--- config.mk ---
export PLATFORM = sky130hd
export DESIGN_NAME = draw_engine
export DESIGN_NICKNAME = d
export VERILOG_FILES = /design/src/rtl/draw_pkg.sv /design/src/rtl/rect_scanner.sv /design/src/rtl/draw_engine.sv
export SDC_FILE = /design/constraint.sdc
export NUM_CORES = 1
export LEC_CHECK = 0
export CORE_AREA = 2 2 114 61
export CTS_BUF_LIST = sky130_fd_sc_hd__clkbuf_16
export DETAILED_ROUTE_END_ITERATION = 10
export DIE_AREA = 0 0 116 63
export DONT_BUFFER_PORTS = 1
export PLACE_DENSITY = 0.8
export SKIP_LAST_GASP = 1
export SLEW_MARGIN = 40
export SYNTH_ARGS = -nofsm -noshare
export SYNTH_HDL_FRONTEND = slang
export SYNTH_SLANG_ARGS = --single-unit
export TNS_END_PERCENT = 1
--- constraint.sdc ---
create_clock -name clk -period 11 [get_ports clk]
set_input_delay 2.2 -clock clk [delete_from_list [all_inputs] [get_ports clk]]
set_output_delay 2.2 -clock clk [all_outputs]
set_load 0.1 [all_outputs]
--- src/rtl/draw_pkg.sv ---
// Shared constants, draw_state codes and rectangle descriptor for the Pong draw engine.
// Also holds the screen wrap-around helpers used when clipping is disabled.
package draw_pkg;

    localparam int SCREEN_W = 160;
    localparam int SCREEN_H = 120;
    localparam int LEFT_X   = 4;
    localparam int RIGHT_X  = 154;
    localparam int PADDLE_W = 2;

    localparam logic [2:0] COLOUR_BLACK  = 3'b000;
    localparam logic [2:0] COLOUR_WHITE  = 3'b111;
    localparam logic [2:0] COLOUR_YELLOW = 3'b110;

    typedef enum logic [1:0] {
        DRAW_BLACK = 2'b00,
        DRAW_LEFT  = 2'b01,
        DRAW_BALL  = 2'b10,
        DRAW_RIGHT = 2'b11
    } draw_kind_e;

    typedef enum logic [1:0] {
        ST_IDLE,
        ST_LOAD,
        ST_SWEEP,
        ST_FIN
    } draw_state_e;

    typedef struct packed {
        logic [8:0] x;
        logic [7:0] y;
        logic [7:0] w;
        logic [6:0] h;
        logic [2:0] colour;
    } rect_t;

    // Origin + offset never exceeds 3*SCREEN_W, so two conditional subtracts suffice.
    function automatic logic [7:0] wrap_x(input logic [8:0] v);
        logic [8:0] r;
        if (v >= 9'(2 * SCREEN_W))  r = v - 9'(2 * SCREEN_W);
        else if (v >= 9'(SCREEN_W)) r = v - 9'(SCREEN_W);
        else                        r = v;
        return r[7:0];
    endfunction

    function automatic logic [6:0] wrap_y(input logic [7:0] v);
        logic [7:0] r;
        if (v >= 8'(2 * SCREEN_H))  r = v - 8'(2 * SCREEN_H);
        else if (v >= 8'(SCREEN_H)) r = v - 8'(SCREEN_H);
        else                        r = v;
        return r[6:0];
    endfunction

endpackage

--- src/rtl/rect_scanner.sv ---
// Width x height raster counter pair: x offset runs fastest, then y.
// Offsets are exported as next-state values so the caller can register pixels in step.
module rect_scanner (
    input  logic       clk,
    input  logic       rst_n,
    input  logic       load_i,
    input  logic       en_i,
    input  logic [7:0] w_i,
    input  logic [6:0] h_i,
    output logic [7:0] off_x_o,
    output logic [6:0] off_y_o,
    output logic       last_o
);

    logic [7:0] cx_q, cx_d, w_q, w_d;
    logic [6:0] cy_q, cy_d, h_q, h_d;

    // NOTE: every always_comb output gets a default first, so no path can infer a latch.
    always_comb begin
        cx_d = cx_q;
        cy_d = cy_q;
        w_d  = w_q;
        h_d  = h_q;
        if (load_i) begin
            cx_d = '0;
            cy_d = '0;
            w_d  = w_i;
            h_d  = h_i;
        end else if (en_i) begin
            if (cx_q == w_q - 8'd1) begin
                cx_d = '0;
                cy_d = cy_q + 7'd1;
            end else begin
                cx_d = cx_q + 8'd1;
            end
        end
    end

    // NOTE: sequential state uses non-blocking assignments so all registers update together.
    always_ff @(posedge clk or negedge rst_n) begin
        if (!rst_n) begin
            cx_q <= '0;
            cy_q <= '0;
            w_q  <= '0;
            h_q  <= '0;
        end else begin
            cx_q <= cx_d;
            cy_q <= cy_d;
            w_q  <= w_d;
            h_q  <= h_d;
        end
    end

    assign off_x_o = cx_d;
    assign off_y_o = cy_d;
    assign last_o  = (cx_q == w_q - 8'd1) && (cy_q == h_q - 7'd1);

endmodule

--- src/rtl/draw_engine.sv ---
// Pong draw engine: sweeps one rectangle (screen, paddle or ball) to the VGA adapter, one pixel per clock.
// Define DRAW_CLIP_EN to suppress off-screen pixels; otherwise they wrap modulo the screen size.
module draw_engine
    import draw_pkg::*;
#(
    parameter int PADDLE_H = 16,
    parameter int BALL_SZ  = 2
) (
    input  logic       clk,
    input  logic       reset,
    input  logic       start,
    input  logic [1:0] draw_state,
    input  logic [6:0] left_y,
    input  logic [6:0] right_y,
    input  logic [7:0] ball_x,
    input  logic [6:0] ball_y,
    output logic [7:0] x,
    output logic [6:0] y,
    output logic [2:0] colour,
    output logic       plot,
    output logic       busy,
    output logic       done
);

    draw_state_e state_q;
    draw_kind_e  kind_q;
    logic [8:0]  org_x_q;
    logic [7:0]  org_y_q;
    logic [7:0]  x_q;
    logic [6:0]  y_q;
    logic [2:0]  colour_q;
    logic        plot_q, busy_q, done_q;

    rect_t       rect_d;
    logic [7:0]  off_x;
    logic [6:0]  off_y;
    logic        scan_last, pix_plot;
    logic [8:0]  cur_org_x, sum_x;
    logic [7:0]  cur_org_y, sum_y;

    always_comb begin
        rect_d = '{x: 9'd0, y: 8'd0, w: 8'(SCREEN_W), h: 7'(SCREEN_H), colour: COLOUR_BLACK};
        case (kind_q)
            DRAW_BLACK: ;
            DRAW_LEFT:  rect_d = '{x: 9'(LEFT_X), y: {1'b0, left_y}, w: 8'(PADDLE_W),
                                   h: 7'(PADDLE_H), colour: COLOUR_WHITE};
            DRAW_RIGHT: rect_d = '{x: 9'(RIGHT_X), y: {1'b0, right_y}, w: 8'(PADDLE_W),
                                   h: 7'(PADDLE_H), colour: COLOUR_WHITE};
            DRAW_BALL:  rect_d = '{x: {1'b0, ball_x}, y: {1'b0, ball_y}, w: 8'(BALL_SZ),
                                   h: 7'(BALL_SZ), colour: COLOUR_YELLOW};
            default: ;
        endcase
    end

    rect_scanner u_scanner (
        .clk     (clk),
        .rst_n   (reset),
        .load_i  (state_q == ST_LOAD),
        .en_i    ((state_q == ST_SWEEP) && !scan_last),
        .w_i     (rect_d.w),
        .h_i     (rect_d.h),
        .off_x_o (off_x),
        .off_y_o (off_y),
        .last_o  (scan_last)
    );

    // The LOAD cycle emits pixel 0 straight from the live origin; SWEEP uses the captured one.
    assign cur_org_x = (state_q == ST_LOAD) ? rect_d.x : org_x_q;
    assign cur_org_y = (state_q == ST_LOAD) ? rect_d.y : org_y_q;
    assign sum_x     = cur_org_x + {1'b0, off_x};
    assign sum_y     = cur_org_y + {1'b0, off_y};

`ifdef DRAW_CLIP_EN
    assign pix_plot = (sum_x < 9'(SCREEN_W)) && (sum_y < 8'(SCREEN_H));
`else
    assign pix_plot = 1'b1;
`endif

    always_ff @(posedge clk or negedge reset) begin
        if (!reset) begin
            state_q  <= ST_IDLE;
            kind_q   <= DRAW_BLACK;
            org_x_q  <= '0;
            org_y_q  <= '0;
            x_q      <= '0;
            y_q      <= '0;
            colour_q <= COLOUR_BLACK;
            plot_q   <= 1'b0;
            busy_q   <= 1'b0;
            done_q   <= 1'b0;
        end else begin
            case (state_q)
                ST_IDLE: begin
                    plot_q <= 1'b0;
                    done_q <= 1'b0;
                    if (start) begin
                        kind_q  <= draw_kind_e'(draw_state);
                        busy_q  <= 1'b1;
                        state_q <= ST_LOAD;
                    end
                end
                ST_LOAD: begin
                    org_x_q  <= rect_d.x;
                    org_y_q  <= rect_d.y;
                    colour_q <= rect_d.colour;
                    x_q      <= wrap_x(sum_x);
                    y_q      <= wrap_y(sum_y);
                    plot_q   <= pix_plot;
                    state_q  <= ST_SWEEP;
                end
                ST_SWEEP: begin
                    if (scan_last) begin
                        plot_q  <= 1'b0;
                        busy_q  <= 1'b0;
                        done_q  <= 1'b1;
                        state_q <= ST_FIN;
                    end else begin
                        x_q    <= wrap_x(sum_x);
                        y_q    <= wrap_y(sum_y);
                        plot_q <= pix_plot;
                    end
                end
                ST_FIN: begin
                    done_q  <= 1'b0;
                    state_q <= ST_IDLE;
                end
                default: state_q <= ST_IDLE;
            endcase
        end
    end

    assign x      = x_q;
    assign y      = y_q;
    assign colour = colour_q;
    assign plot   = plot_q;
    assign busy   = busy_q;
    assign done   = done_q;

endmodule

==> flow_summary.json <==
{
  "synth_top_area_cell": "dfrtp_1",
  "cts.repair.resized": 0,
  "final_antenna_net_count": 0,
  "cpMostUsedCell": "inv_1",
  "hold_path_class": "reg -> reg",
  "synthCells": 414,
  "via_per_inst": 6.209,
  "multi_input_area_mm2": 0.002325,
  "start_kind": "flop",
  "die_y_um": 63,
  "synth_top_family_by_area": "compound AO/OA/AOI/OAI gates",
  "clk_pin_slew_worst_paths_ns": 0.05,
  "holdPathStages": 2,
  "htreeDepth": 3,
  "netlist_top_cells_count": "dfrtp_1, nor2_1, ha_1",
  "synth_top_area_share": 0.3704,
  "grt_pass1_vias": 3013,
  "hold_violations": 0,
  "synth_xor_area_frac": 0.06372,
  "synth_ff_type": "dfrtp_1",
  "clk_latency_ns": 0.33,
  "grt.total_usage": 0.2803,
  "hold_end": "org_y_q[0]$_DFF_PN0_",
  "worst_pin_slew_ns": 0.7170,
  "setup_viol": 0,
  "crit_fanout": 13,
  "end_kind": "flop",
  "outcome": "finished clean",
  "fillers": 485,
  "initial_utilization": 0.6269,
  "syn_to_final_growth_pct": 9.102,
  "drv_cap": 0,
  "synth-compound-area-share": 0.2050,
  "synth-seq-cells": 59,
  "slew_violations": 0,
  "fin_crit_ns": 5.581,
  "cts_made_buffers": 9,
  "fin_crit_sh": 0.5074,
  "seq_area_frac_synth": 0.3704,
  "synth_adder_area_share": 0.1011,
  "fin_skew_ns": 0.006184,
  "drive_above_1_share": 0.1643,
  "post_cts_buffers": 0,
  "hold_path.startpoint": "org_y_q[0]$_DFF_PN0_",
  "antenna_found_initial": 0,
  "drc": 0,
  "synth-edff-count": 0,
  "clock_path_buffers": 2,
  "gp_congestion": 0.9503,
  "wl_per_cell_um": 18.37,
  "cp_top_family": "compound AO/OA/AOI/OAI gates",
  "worstPathRequired_ns": 11.22,
  "synth_area_per_cell_um2": 9.629,
  "cts_tree": "done",
  "drt-initial-drc-count": 258,
  "crit_arrival_ns": 5.80,
  "route.vias.total": 3142,
  "first_pass_iters": 5,
  "fp-row-count": 21,
  "syn-cell-area_mm2": 0.003986,
  "synth_fp_nets": 479,
  "core_mm2": 0.006359,
  "tns_ns": 0,
  "r2r-start": "colour[1]$_DFFE_PN0P_",
  "dp_hpwl_mm": 6.805,
  "antenna_cells": 0,
  "path_cells": "inv_1 > ha_1 > xor2_1 > nand4_1 > nor2_1 > a31oi_2 > xnor2_1 > nor2_1 > ha_1 > inv_1 > fa_1 > nor2b_1 > o211ai_1 > a21bo_1 > and2_0 > inv_1 > ha_1 > inv_1 > o41ai_2 > a21oi_1 > a311o_1 > a22o_1",
  "fmax_mhz": 179.2,
  "async_flop_share": 1.000,
  "cts_sinks": 59,
  "dieArea_mm2": 0.007308,
  "crit_buf_inv": 4,
  "yosysWarnings": 0,
  "die_w_um": 116,
  "slowest_stage": "dfrtp_4",
  "ctsHoldBuffers": 0,
  "crit_type": "reg -> reg",
  "io_buffers": 0,
  "yosysMostFrequentCell": "dfrtp_1",
  "grt_max_degree": 60,
  "slew_headroom": 0.5186,
  "synthSimpleGateAreaFrac": 0.1491,
  "wl_mm": 9.294,
  "ff_latch_area_mm2": 0.001504,
  "grt_pass1_wl_mm": 15.52,
  "cts-root-buf": "clkbuf_16",
  "synth.area.mux_share": 0.06152,
  "max_stage_delay_ns": 0.83,
  "synth_area_leaders": "dfrtp_1, ha_1, xor2_1",
  "synth_cell_type_count": 65,
  "fin_nets": 474,
  "ioPinCount": 55,
  "grt_overflow": 0,
  "worstReg2RegEnd": "x[6]$_DFFE_PN0P_",
  "reg2reg_depth": 22,
  "rrSetupSlack_ns": 5.42,
  "rsz0062_at_grt": "no"
}
[worst register-to-register path: cells and delay by family (launching register included)]
family,cells,cell delay (ns)
flops,1,0.83
buf+inv,4,0.38
simple gates,5,1.02
fa+ha+maj,4,1.11
compound gates,7,1.76
xor+xnor,2,0.38
[metrics by stage]
step	util	hold WS, ns	cells	cell area, um^2	setup slack (ns)
after CTS	0.6806	0.5511	506	4328	5.540
after detailed placement	0.6358	0.5395	490	4043	5.540
after global routing	0.6840	0.5920	506	4349	4.935
after floorplan	-	0.4899	414	3986	5.803
after global placement	0.6332	0.5318	490	4026	5.532
final	0.6840	0.5533	506	4349	5.419
[flip-flops by register name (all words and copies together), names as in the netlist]
name and cells:
u_scanner.cy_q 7, org_x_q 9, busy 1, u_scanner.h_q 3
y 7, x 8, org_y_q 8, state_q 2
u_scanner.cx_q 8, kind_q 2, plot 1, colour 2
done 1
[logic make-up after synthesis]
logic type | Yosys count
mux | 20
compound gates | 112
fa+ha+maj | 31
xor+xnor | 29
flops | 59
simple gates | 117
buf+inv | 46
[worst max-delay path by stage]
stage	startpoint	to	slack (ns)	cells past startpoint
3_5_place_dp	right_y[0]	y[3]$_DFFE_PN0P_	5.54	14
6_report	colour[1]$_DFFE_PN0P_	x[6]$_DFFE_PN0P_	5.42	22
5_1_grt	colour[1]$_DFFE_PN0P_	x[6]$_DFFE_PN0P_	4.94	22
2_1_floorplan	right_y[0]	y[3]$_DFFE_PN0P_	5.80	15
3_3_place_gp	colour[1]$_DFFE_PN0P_	x[6]$_DFFE_PN0P_	5.53	22
4_1_cts	colour[1]$_DFFE_PN0P_	x[6]$_DFFE_PN0P_	5.54	22
[routing by layer]
| layer | vias up | share of wire | track usage |
|---|---|---|---|
| li1 | 1476 | - | - |
| met2 | 131 | 0.41 | 0.3699 |
| met4 | 0 | 0.016 | 0.1012 |
| met1 | 1520 | 0.49 | 0.4126 |
| met3 | 15 | 0.082 | 0.1077 |
| met5 | - | 0 | 0 |
[layout by cell type (no fill, tap or decap), drive strengths merged, types with 10 or more instances in the layout]
cell | synthesis | layout
dfrtp | 59 | 59
xor2 | 19 | 19
nand2 | 21 | 21
xnor2 | 10 | 10
a21oi | 23 | 23
nor2 | 39 | 39
mux2 | 18 | 18
o21ai | 25 | 25
ha | 29 | 29
inv | 28 | 29
[cell type report]
cell class                      instances  share of cell area
Tap cell                               92             0.02647
Clock inverter                          7             0.01381
Clock buffer                            9             0.05178
Inverter                               28             0.02417
Timing Repair Buffer                    2            0.003452
Multi-Input combinational cell        309              0.5345
Sequential cell                        59              0.3458
Power is left out: the tool's default activity adds up to more than one toggle a clock period on the data nets, which glitch-free logic cannot reach.
